**src/rtl/sha256_round_ctrl.sv**
```systemverilog
// Round sequencer for the main_block SHA-256 datapath: LOAD A..H, ROUNDS strobes, READ A..H.
// Define SHA_IV_ROM_EN to take the LOAD values from the built-in SHA-256 initial hash.
module sha256_round_ctrl #(
    parameter int ROUNDS = 64,
    parameter int ADDR_W = 4
) (
    input  logic              clk,
    input  logic              rst_n,
    input  logic              start,
    output logic              busy,
    output logic              done,
    input  logic [31:0]       iv_word,
    output logic [2:0]        iv_idx,
    input  logic [31:0]       w_data,
    input  logic              w_valid,
    output logic              w_ready,
    output logic [31:0]       out_word,
    output logic [2:0]        out_idx,
    output logic              out_valid,
    output logic [31:0]       dp_in_var,
    output logic [31:0]       dp_in_w,
    output logic [5:0]        dp_k_num,
    output logic [ADDR_W-1:0] dp_mem_in_addr,
    output logic [ADDR_W-1:0] dp_mem_out_addr,
    output logic              dp_en_mem_out,
    input  logic [31:0]       dp_out_var
);

    typedef enum logic [2:0] {
        S_IDLE  = 3'd0,
        S_LOAD  = 3'd1,
        S_ROUND = 3'd2,
        S_READ  = 3'd3,
        S_DONE  = 3'd4
    } state_t;

    localparam logic [5:0] LAST_T = 6'(ROUNDS - 1);

    state_t            state_r;
    logic [3:0]        cnt_r;
    logic [5:0]        t_r;
    logic              busy_r;
    logic              done_r;
    logic              w_ready_r;
    logic              out_valid_r;
    logic              en_mem_out_r;
    logic [2:0]        iv_idx_r;
    logic [2:0]        out_idx_r;
    logic [31:0]       out_word_r;
    logic [ADDR_W-1:0] mem_in_addr_r;
    logic [ADDR_W-1:0] mem_out_addr_r;
    logic              round_s;
    logic              strobe_s;

`ifdef SHA_IV_ROM_EN
    logic unused_iv_s;

    function automatic logic [31:0] iv_rom(input logic [2:0] idx);
        case (idx)
            3'd0:    iv_rom = 32'h6a09e667;
            3'd1:    iv_rom = 32'hbb67ae85;
            3'd2:    iv_rom = 32'h3c6ef372;
            3'd3:    iv_rom = 32'ha54ff53a;
            3'd4:    iv_rom = 32'h510e527f;
            3'd5:    iv_rom = 32'h9b05688c;
            3'd6:    iv_rom = 32'h1f83d9ab;
            3'd7:    iv_rom = 32'h5be0cd19;
            default: iv_rom = 32'h00000000;
        endcase
    endfunction

    assign unused_iv_s = ^iv_word;
    assign dp_in_var   = (state_r == S_LOAD) ? iv_rom(iv_idx_r) : 32'd0;
`else
    // The IV source tracks iv_idx and presents its word in the same cycle.
    assign dp_in_var   = (state_r == S_LOAD) ? iv_word : 32'd0;
`endif

    // A round strobe happens exactly when a schedule word is handed over, so the
    // ROUND-phase command follows w_valid within the cycle.
    assign round_s         = (state_r == S_ROUND);
    assign strobe_s        = round_s & w_valid;
    assign dp_en_mem_out   = round_s ? ~w_valid : en_mem_out_r;
    assign dp_in_w         = strobe_s ? w_data : 32'd0;
    assign dp_k_num        = strobe_s ? t_r : 6'd0;
    assign dp_mem_in_addr  = mem_in_addr_r;
    assign dp_mem_out_addr = mem_out_addr_r;

    assign busy      = busy_r;
    assign done      = done_r;
    assign w_ready   = w_ready_r;
    assign iv_idx    = iv_idx_r;
    assign out_word  = out_word_r;
    assign out_idx   = out_idx_r;
    assign out_valid = out_valid_r;

    // Phase sequencer with registered status, stream and datapath-address outputs.
    always_ff @(posedge clk) begin
        if (!rst_n) begin
            state_r        <= S_IDLE;
            cnt_r          <= 4'd0;
            t_r            <= 6'd0;
            busy_r         <= 1'b0;
            done_r         <= 1'b0;
            w_ready_r      <= 1'b0;
            out_valid_r    <= 1'b0;
            en_mem_out_r   <= 1'b1;
            iv_idx_r       <= 3'd0;
            out_idx_r      <= 3'd0;
            out_word_r     <= 32'd0;
            mem_in_addr_r  <= '0;
            mem_out_addr_r <= '0;
        end else begin
            done_r      <= 1'b0;
            out_valid_r <= 1'b0;
            out_idx_r   <= 3'd0;
            out_word_r  <= 32'd0;
            case (state_r)
                S_IDLE: begin
                    if (start) begin
                        state_r       <= S_LOAD;
                        busy_r        <= 1'b1;
                        cnt_r         <= 4'd0;
                        iv_idx_r      <= 3'd0;
                        en_mem_out_r  <= 1'b0;
                        mem_in_addr_r <= ADDR_W'(4'd1);
                    end else begin
                        en_mem_out_r  <= 1'b1;
                        mem_in_addr_r <= '0;
                    end
                end
                S_LOAD: begin
                    if (cnt_r == 4'd7) begin
                        state_r       <= S_ROUND;
                        w_ready_r     <= 1'b1;
                        t_r           <= 6'd0;
                        cnt_r         <= 4'd0;
                        iv_idx_r      <= 3'd0;
                        en_mem_out_r  <= 1'b1;
                        mem_in_addr_r <= '0;
                    end else begin
                        cnt_r         <= cnt_r + 4'd1;
                        iv_idx_r      <= iv_idx_r + 3'd1;
                        mem_in_addr_r <= mem_in_addr_r + ADDR_W'(4'd1);
                    end
                end
                S_ROUND: begin
                    if (w_valid && (t_r == LAST_T)) begin
                        state_r        <= S_READ;
                        w_ready_r      <= 1'b0;
                        t_r            <= 6'd0;
                        cnt_r          <= 4'd0;
                        mem_out_addr_r <= ADDR_W'(4'd1);
                    end else if (w_valid) begin
                        t_r <= t_r + 6'd1;
                    end else begin
                        t_r <= t_r;
                    end
                end
                S_READ: begin
                    // Word j is read combinationally in cycle j and presented in cycle j+1.
                    if (cnt_r <= 4'd7) begin
                        out_valid_r <= 1'b1;
                        out_idx_r   <= cnt_r[2:0];
                        out_word_r  <= dp_out_var;
                    end
                    if (cnt_r < 4'd7) begin
                        mem_out_addr_r <= ADDR_W'(cnt_r) + ADDR_W'(4'd2);
                    end else begin
                        mem_out_addr_r <= '0;
                    end
                    if (cnt_r == 4'd8) begin
                        state_r <= S_DONE;
                        done_r  <= 1'b1;
                        busy_r  <= 1'b0;
                        cnt_r   <= 4'd0;
                    end else begin
                        cnt_r <= cnt_r + 4'd1;
                    end
                end
                S_DONE: begin
                    state_r <= S_IDLE;
                end
                default: begin
                    state_r        <= S_IDLE;
                    busy_r         <= 1'b0;
                    w_ready_r      <= 1'b0;
                    en_mem_out_r   <= 1'b1;
                    mem_in_addr_r  <= '0;
                    mem_out_addr_r <= '0;
                end
            endcase
        end
    end

endmodule

```
**config.mk**
```make
export PLATFORM = sky130hd
export DESIGN_NAME = sha256_round_ctrl
export DESIGN_NICKNAME = d
export VERILOG_FILES = /design/src/rtl/sha256_round_ctrl.sv
export SDC_FILE = /design/constraint.sdc
export NUM_CORES = 1
export LEC_CHECK = 0
export ABC_AREA = 0
export CAP_MARGIN = 20
export CORE_ASPECT_RATIO = 1.2
export CORE_MARGIN = 8
export CORE_UTILIZATION = 50
export DETAILED_ROUTE_END_ITERATION = 7
export DONT_BUFFER_PORTS = 1
export PLACE_DENSITY = 0.67
export RECOVER_POWER = 100
export SLEW_MARGIN = 20
export SYNTH_ARGS = -nofsm -noshare
export SYNTH_HDL_FRONTEND = slang
export SYNTH_SLANG_ARGS = --single-unit
```
**constraint.sdc**
```tcl
create_clock -name clk -period 4.27 [get_ports clk]
set_input_delay 0.854 -clock clk [delete_from_list [all_inputs] [get_ports clk]]
set_output_delay 0.854 -clock clk [all_outputs]
set_load 0.05 [all_outputs]
```
==> impl_metrics.yaml, run 1 <==
worst_setup_path:
  required_ns: 3.42
  r2r-start: "state_r[1]$_SDFFE_PN0P_"
  startpoint: "state_r[1]$_SDFFE_PN0P_"
  arrival_ns: 2.58
  cp.buffers_inverters: 0
  path_class: "reg -> out"
  crit_slowest_cell: "and4bb_1"
  r2r_slack_ns: 1.44
  endpoint_kind: "primary output"
  crit_path_start_kind: "flip-flop"
  crit_fanout: 40
  max_stage_delay_ns: 0.89
  path_cells: "and4bb_1 > and2_0"
  crit_family: "simple AND/OR/NAND/NOR gates"
clock_tree:
  clock_path_buffers: 2
  numCtsBuffers: 9
  cts_tree: "built"
  clock-sinks: 64
  clkSlewWorstSetupHoldPaths_ns: 0.07
  ctsResizeCount: 0
  clock-root-buffer: "clkbuf_8"
  clk_latency_ns: 0.33
  holdBufCountCts: 0
  postCtsSetupBuffers: 0
  h-tree-depth: 3
power_and_ir_drop:
  p_per_area_nw_per_um2: 482
  swShare: 0.357
  clkPwrFrac: 0.346
  total_power_mw: 1.49
  p_comb_frac: 0.196
  p_int_mw: 0.958
  ir_drop_v: 0.000261
  p_switching_mw: 0.531
  seqPwrFrac: 0.457
  leakage_nw: 1.14
route:
  routed_wl_um: 7670
  routedWlPerCell_um: 19.6
  ant_nets: 0
  drc_errors: 0
  drt_iter0_drc: 115
  viasPerCell: 5.66
  dr.pass1.iters: 4
  dr_total_vias: 2215
logic_synthesis:
  ys.flop_type: "dfxtp_1"
  synthArstFlopShare: 0
  synth-seq-cells: 64
  synth_top_cells_by_area: "dfxtp_1 (45%), and2_1 (23%), a21oi_1 (4.2%)"
  yosys.area.top_type: "dfxtp_1"
  yosys.area.top_type_share: 0.445
  syn-cell-area_um2: 2880
  seq_area_frac_synth: 0.445
  synth_edf_count: 0
  netlist_instances: 329
  avgSynthCellArea_um2: 8.74
  syn-num-nets: 435
  synth.distinct_cells: 44
  yosysWarnings: 0
place:
  gp_congestion: 0.774
  placed_cell_area_um2: 2880
  dp_hpwl_um: 6040
  port_buffers: 0
finish:
  drive_above_1_share: 0.0583
  nNetsFinal: 427
  stdcell_area_um2: 3090
  syn2layout_area_growth_pct: 7.26
sta:
  final_hold_viol_count: 0
  tightest_slew_ns: 0.916
  setup_violations: 0
  finalMaxSlewViolations: 0
  finClkSkew_ns: 0.00731
  post-route-period-util: 0.804
  slew_headroom: 0.389
  grt_setup_unrepaired: "no"
  post-route-min-period_ns: 3.43
  max_freq_mhz: 291
  tns_ns: 0
global_route:
  grt_pass1_vias: 2256
  antenna_found_initial: 1
  grt_use_total: 0.175
  grt-ovfl-total: 0
  grt_pass1_wl_um: 11900
  grt_max_degree: 41
floorplan:
  dieHeight_um: 99.1
  fp.dieW_um: 85.2
  initial_core_util: 0.514
  fp-row-count: 30
  die-area_um2: 8450
  core_area_um2: 5590
  io_pins: 221
job:
  maxCapViolCount: 0
worst_hold_path:
  worstHoldPathType: "reg -> reg"
  min_from: "t_r[1]$_SDFFE_PN0P_"
run_status:
  status: "finished clean"
==> per-stage QoR <==
| step | hold slack, ns | cells | utilization | setup WS, ns |
|---|---|---|---|---|
| 5_1_grt | 0.544 | 391 | 0.552 | 0.627 |
| 4_1_cts | 0.517 | 390 | 0.552 | 1.19 |
| 6_report | 0.518 | 391 | 0.552 | 0.838 |
| 2_1_floorplan | 0.465 | 329 | - | 1.45 |
| 3_5_place_dp | 0.507 | 374 | 0.515 | 1.42 |
| 3_3_place_gp | 0.497 | 374 | 0.515 | 1.44 |
==> path summary, 6_finish.rpt <==
kind,to,cells past startpoint
min,t_r[1]$_SDFFE_PN0P_,2
max,dp_k_num[4],2
min reg2reg,t_r[1]$_SDFFE_PN0P_,2
max reg2reg,t_r[5]$_SDFFE_PN0P_,4
==> power by group through the flow <==
stage | combinational [mW] | sequential, mW | clock, mW
CTS | 0.298 | 0.681 | 0.532
finish | 0.292 | 0.681 | 0.515
floorplan | 0.281 | 0.679 | 0
detailed placement | 0.298 | 0.694 | 0
global route | 0.312 | 0.685 | 0.561
global placement | 0.294 | 0.694 | 0
==> synth_stat cells, drive strengths merged, types with 2 or more instances <==
cell type / count
and2: 106
dfxtp: 64
a21oi: 24
nand2: 13
nor2: 13
o21ai: 13
clkbuf: 12
buf: 9
inv: 7
ha: 6
and3: 5
nor3: 5
a22oi: 4
nand3b: 4
nor3b: 4
or3: 4
a31oi: 3
nand3: 3
and3b: 2
mux2i: 2
nand2b: 2
nor4: 2
o21a: 2
or3b: 2
or4: 2
==> layout by cell type (no fill, tap or decap), types with 5 or more instances in the layout <==
master / synthesis / routed
and2_0: 0 / 78
dfxtp_1: 64 / 64
and2_1: 106 / 28
a21oi_1: 24 / 24
nor2_1: 13 / 13
o21ai_0: 12 / 13
nand2_1: 13 / 13
clkbuf_8: 0 / 10
inv_1: 7 / 7
ha_1: 6 / 6
and3_1: 5 / 5
nor3_1: 5 / 5
==> state kept, by name (all words and copies together) (netlist names), 3 cells and up <==
signal / cells
state_r: 3
dp_mem_in_addr: 4
out_word: 32
cnt_r: 4
out_idx: 3
t_r: 6
iv_idx: 3
dp_mem_out_addr: 4
==> per-layer routing <==
metal  vias up  wire (um)  GRT usage
li1       1083          -          -
met1      1009       3050      0.191
met2       114       3590      0.278
met3         9        942     0.0916
met4         0         91     0.0714
met5         -          0          0
==> area by class of cell <==
class / instances / area (um2)
Tap cell: 64 / 80.1
Antenna cell: 1 / 2.50
Fill cell: 526 / 2510
Multi-Input combinational cell: 237 / 1480
Clock inverter: 6 / 67.6
Sequential cell: 64 / 1280
Inverter: 7 / 26.3
Clock buffer: 10 / 138
Timing Repair Buffer: 2 / 15.0
==> tightest hold or removal path: stages, from the launching register on <==
cell	delay, ns
dfxtp_1	0.35
nand2_1	0.07
a21oi_1	0.05
==> cell families after synthesis <==
| kind of cell | count (synthesis) | synth area share |
|---|---|---|
| compound gates | 57 | 0.118 |
| xor+xnor | 1 | 0.00305 |
| fa+ha+maj | 6 | 0.0261 |
| buf+inv | 28 | 0.0400 |
| flops | 64 | 0.445 |
| mux | 3 | 0.0109 |
| simple gates | 170 | 0.356 |
No activity file was read; power rests on OpenSTA's default activity.
==> run 2: changes to the inputs <==
Settings changed: ABC_AREA 0 to 1, PLACE_DENSITY 0.67 to 0.7.
Clock period 4.27 ns to 2.8 ns, I/O delays scaled along.
==> run 2 against run 1 <==
- via count is 30% higher
- core utilization is 4.0 points higher
- final area is 14% higher
- non-clock buffer count is 69 higher
- clock power is 34% higher
- worst hold slack worse by 0.20 ns
- combinational power grew to 4.7 times the previous value
- count of clock-buffer cells in the layout is 1 lower
- power is 120% higher
- synthesized cell count is 40% higher
- clock skew is 0.0016 ns higher
- critical endpoint is now dp_in_w[6]
==> impl_metrics.yaml, run 2 <==
run_status:
  status: "finished clean"
clock_tree:
  h-tree-depth: 3
  clk_latency_ns: 0.33
  clock-root-buffer: "clkbuf_8"
  clkSlewWorstSetupHoldPaths_ns: 0.07
  cts_tree: "built"
  numCtsBuffers: 9
  holdBufCountCts: 0
  clock_path_buffers: 2
  clock-sinks: 64
  postCtsSetupBuffers: 0
  ctsResizeCount: 0
sta:
  post-route-period-util: 0.884
  finClkSkew_ns: 0.00896
  final_hold_viol_count: 0
  max_freq_mhz: 404
  setup_violations: 0
  post-route-min-period_ns: 2.47
  slew_headroom: 0.360
  tightest_slew_ns: 0.959
  grt_setup_unrepaired: "no"
  finalMaxSlewViolations: 0
  tns_ns: 0
power_and_ir_drop:
  seqPwrFrac: 0.376
  p_switching_mw: 1.72
  p_per_area_nw_per_um2: 949
  clkPwrFrac: 0.208
  ir_drop_v: 0.000490
  leakage_nw: 1.97
  swShare: 0.518
  total_power_mw: 3.33
  p_int_mw: 1.61
  p_comb_frac: 0.416
logic_synthesis:
  synth-seq-cells: 64
  syn-cell-area_um2: 3010
  synth.distinct_cells: 26
  avgSynthCellArea_um2: 6.51
  synth_edf_count: 0
  synthArstFlopShare: 0
  synth_most_common_cell: "nor2_1"
  yosysWarnings: 0
  yosys.area.top_type_share: 0.426
  ys.flop_type: "dfxtp_1"
  yosys.area.top_type: "dfxtp_1"
  seq_area_frac_synth: 0.426
  syn-num-nets: 568
  synthTopCellsByCount: "nor2_1 (128), inv_1 (115), dfxtp_1 (64)"
  synth_top_cells_by_area: "dfxtp_1 (43%), nor2_1 (16%), inv_1 (14%)"
  netlist_instances: 462
place:
  gp_congestion: 0.887
  dp_hpwl_um: 7780
  port_buffers: 0
global_route:
  grt_use_total: 0.204
  antenna_found_initial: 0
  grt-ovfl-total: 0
  grt_pass1_wl_um: 13900
  grt_max_degree: 38
  grt_pass1_vias: 2835
worst_setup_path:
  crit_fanout: 37
  crit_path_start_kind: "flip-flop"
  path_class: "reg -> out"
  endpoint_kind: "primary output"
  arrival_ns: 1.91
  ff2ff_path_depth: 9
  required_ns: 2.24
floorplan:
  die-area_um2: 8760
  fp.dieW_um: 86.8
  io_pins: 221
  initial_core_util: 0.507
  dieHeight_um: 101
  fp-row-count: 31
  core_area_um2: 5930
route:
  routed_wl_um: 9430
  dr.pass1.iters: 4
  viasPerCell: 4.67
  drt_iter0_drc: 126
  ant_nets: 0
  drc_errors: 0
  routedWlPerCell_um: 15.3
  dr_total_vias: 2884
finish:
  mostFrequentLayoutCells: "nor2_1 (132), inv_1 (118), dfxtp_1 (64)"
  fillers: 633
  layout_commonest_cell: "nor2_1"
  nNetsFinal: 637
  drive_above_1_share: 0.114
  n_antenna_cell: 0
  regArea_um2: 1280
  multi_input_area_um2: 1160
  largest_reg_flops: 32
  syn2layout_area_growth_pct: 16.7
worst_hold_path:
  worstHoldPathType: "in -> reg"
  whs_path_depth: 1
job:
  maxCapViolCount: 0
-- run 2: cell count changes after synthesis, sizes merged, moves of 4 or more --
cell    change
o21ai      -10
a22oi       -4
clkbuf     -10
and3        -5
nand3b      -4
and2      -106
inv       +117
nor3b       -4
nand3      +20
nand2      +48
nor2      +121
or3         -4
a21oi       -5
-- run 2: through the flow --
stage	setup WS [ns]	hold WS, ns	utilization	instance area, um2	cells
floorplan	0.597	0.465	-	3010	462
global placement	0.941	0.491	0.603	3580	602
detailed placement	0.840	0.501	0.603	3580	602
CTS	0.462	0.295	0.633	3750	618
global route	0.181	0.296	0.591	3510	618
finish	0.326	0.315	0.591	3510	618
-- run 2: worst paths after layout --
path | to | slack [ns] | startpoint
setup / recovery | dp_in_w[6] | 0.33 | state_r[2]$_SDFFE_PN0P_
hold reg to reg | en_mem_out_r$_SDFFE_PN1P_ | 0.50 | en_mem_out_r$_SDFFE_PN1P_
hold / removal | en_mem_out_r$_SDFFE_PN1P_ | 0.32 | rst_n
setup reg to reg | t_r[2]$_SDFFE_PN0P_ | 0.86 | state_r[1]$_SDFFE_PN0P_
-- run 2: cells by family (layout without fill, tap and decap cells) --
group / count (synthesis) / after routing / synth area share
buffers and inverters: 137 / 211 / 0.177
DFF: 64 / 64 / 0.426
AOI/OAI and AO/OA: 27 / 27 / 0.0491
xor gates and xnor gates: 3 / 3 / 0.00874
and+or+nand+nor: 225 / 225 / 0.314
adders and majority gates: 6 / 6 / 0.0250
-- run 2: area by class of cell --
class | count | share of cell area
clock inverters | 7 | 0.0157
repair buffers | 71 | 0.0927
multi-input cells | 261 | 0.329
well taps | 82 | 0.0292
clock buffers | 9 | 0.0353
inverters | 124 | 0.133
flip-flops and latches | 64 | 0.365
-- run 2: metal layers --
layer	part of all wire	vias up	GRT usage	wire, um
met5	0	-	0	0
met2	0.50	151	0.368	4740
met3	0.12	14	0.104	1140
li1	-	1469	-	-
met1	0.36	1250	0.185	3350
met4	0.021	0	0.0876	197
-- run 2: power by group through the flow --
stage               Clock (mW)  Combinational [mW]  Sequential (mW)
floorplan                    0                1.17             1.24
global placement             0                1.50             1.28
detailed placement           0                1.52             1.28
global route             0.756                1.51             1.27
CTS                      0.714                1.52             1.26
finish                   0.692                1.38             1.25
-- run 2: worst max-delay path, cell delays in order (launching register included) --
cell and delay (ns):
dfxtp_1 0.36, nor2_1 0.17, nand3_1 0.13, buf_4 0.27, nor2_1 0.13, clkbuf_1 0.51
==> run 3: changes to the inputs <==
Settings changed: RECOVER_POWER 100 to unset.
==> run 3 against run 2 <==
- final area up 7.0%
- sequential power about the same
- cell count unchanged
- count of clock-buffer cells in the layout unchanged
- sequential cell count unchanged
- first-iteration DRC count up 32%
- sequential share of layout area down 2.4 points
- via count down 1.2%
- routed wire length down 0.42%
- register-to-register slack better by 0.10 ns
- non-clock buffer count unchanged
- worst hold slack about the same
- critical path type unchanged
- largest cell class unchanged
- highest routed layer unchanged
==> impl_metrics.yaml, run 3 (synthesis results as in run 2) <==
run_status:
  status: "finished clean"
worst_setup_path:
  path_class: "reg -> out"
  crit_slowest_cell: "dfxtp_1"
  required_ns: 2.24
  r2r-start: "state_r[1]$_SDFFE_PN0P_"
  cp.buffers_inverters: 1
  crit_fanout: 36
  crit_family: "simple AND/OR/NAND/NOR gates"
  startpoint: "state_r[1]$_SDFFE_PN0P_"
  arrival_ns: 1.76
  endpoint_kind: "primary output"
  max_stage_delay_ns: 0.40
  crit_path_start_kind: "flip-flop"
  path_cells: "nor2_2 > nand2_2 > nor2_1 > buf_4"
power_and_ir_drop:
  p_per_area_nw_per_um2: 923
  p_switching_mw: 1.75
  leakage_nw: 2.14
  seqPwrFrac: 0.362
  p_comb_frac: 0.438
  p_int_mw: 1.72
  ir_drop_v: 0.000495
  clkPwrFrac: 0.200
  swShare: 0.505
global_route:
  grt-ovfl-total: 0
  grt_max_degree: 38
  grt_pass1_wl_um: 13900
  antenna_found_initial: 0
  grt_pass1_vias: 2835
  grt_use_total: 0.204
sta:
  post-route-period-util: 0.827
  finClkSkew_ns: 0.00896
  timing.hold.ws_ns: 0.315
  max_freq_mhz: 432
  slew_headroom: 0.588
  final_hold_viol_count: 0
  post-route-min-period_ns: 2.32
  setup_violations: 0
  tightest_slew_ns: 0.616
  finalMaxSlewViolations: 0
  tns_ns: 0
  grt_setup_unrepaired: "no"
route:
  dr.pass1.iters: 5
  routedWlPerCell_um: 15.2
  dr_total_vias: 2849
  routed_wl_um: 9390
  viasPerCell: 4.61
  drt_iter0_drc: 166
  ant_nets: 0
  drc_errors: 0
clock_tree:
  ctsResizeCount: 0
  clk_latency_ns: 0.33
  holdBufCountCts: 0
  cts_tree: "built"
  numCtsBuffers: 9
  h-tree-depth: 3
  clock-sinks: 64
  clkSlewWorstSetupHoldPaths_ns: 0.07
  postCtsSetupBuffers: 0
  clock_path_buffers: 2
  clock-root-buffer: "clkbuf_8"
finish:
  layout_commonest_cell: "nor2_1"
  nNetsFinal: 637
  mostFrequentLayoutCells: "nor2_1 (128), inv_1 (115), buf_4 (71)"
  largest_reg_flops: 32
  multi_input_area_um2: 1190
  regArea_um2: 1280
  fillers: 552
  n_antenna_cell: 0
  drive_above_1_share: 0.203
  syn2layout_area_growth_pct: 24.9
  fin_util: 0.633
place:
  dp_hpwl_um: 7780
  gp_congestion: 0.887
  port_buffers: 0
floorplan:
  fp-row-count: 31
  core_area_um2: 5930
  initial_core_util: 0.507
  die-area_um2: 8760
  fp.dieW_um: 86.8
  io_pins: 221
  dieHeight_um: 101
worst_hold_path:
  min_from: "rst_n"
  worstHoldPathType: "in -> reg"
job:
  maxCapViolCount: 0
-- run 3: changes by cell type in the layout (fill, tap and decap cells not counted), sizes merged --
| cell | change |
|---|---|
| buf | +66 |
| inv | +2 |
| clkbuf | -66 |
| clkinv | -2 |
-- run 3: worst paths after layout --
path | cells past startpoint | to | slack, ns
max reg2reg | 8 | t_r[3]$_SDFFE_PN0P_ | 0.96
min | 1 | en_mem_out_r$_SDFFE_PN1P_ | 0.32
max | 4 | dp_in_var[13] | 0.48
min reg2reg | 2 | en_mem_out_r$_SDFFE_PN1P_ | 0.50
-- run 3: power groups by stage --
| stage | clock network (mW) | registers, mW | logic [mW] |
|---|---|---|---|
| after global routing | 0.756 | 1.27 | 1.64 |
| after global placement | 0 | 1.28 | 1.50 |
| after detailed placement | 0 | 1.28 | 1.52 |
| after floorplan | 0 | 1.24 | 1.17 |
| after CTS | 0.714 | 1.26 | 1.52 |
| final | 0.693 | 1.26 | 1.52 |
-- run 3: final cells by class --
cell class              instances  share of cell area
well taps                      82              0.0273
flip-flops and latches         64               0.341
clock buffers                   9              0.0330
clock inverters                 7              0.0147
repair buffers                 71               0.142
multi-input cells             261               0.318
inverters                     124               0.124
-- run 3: layer usage --
metal	up-vias	wire length [um]	global-route usage
met5	-	0	0
met4	0	189	0.0876
met3	13	1190	0.104
met2	148	4750	0.368
met1	1222	3270	0.185
li1	1466	-	-
-- run 3: stage by stage --
step | power (mW) | setup slack, ns | instances | area [um2]
2_1_floorplan | 2.41 | 0.597 | 462 | 3010
3_3_place_gp | 2.77 | 0.941 | 602 | 3580
3_5_place_dp | 2.79 | 0.840 | 602 | 3580
4_1_cts | 3.49 | 0.462 | 618 | 3750
5_1_grt | 3.66 | 0.335 | 618 | 3750
6_report | 3.47 | 0.485 | 618 | 3750
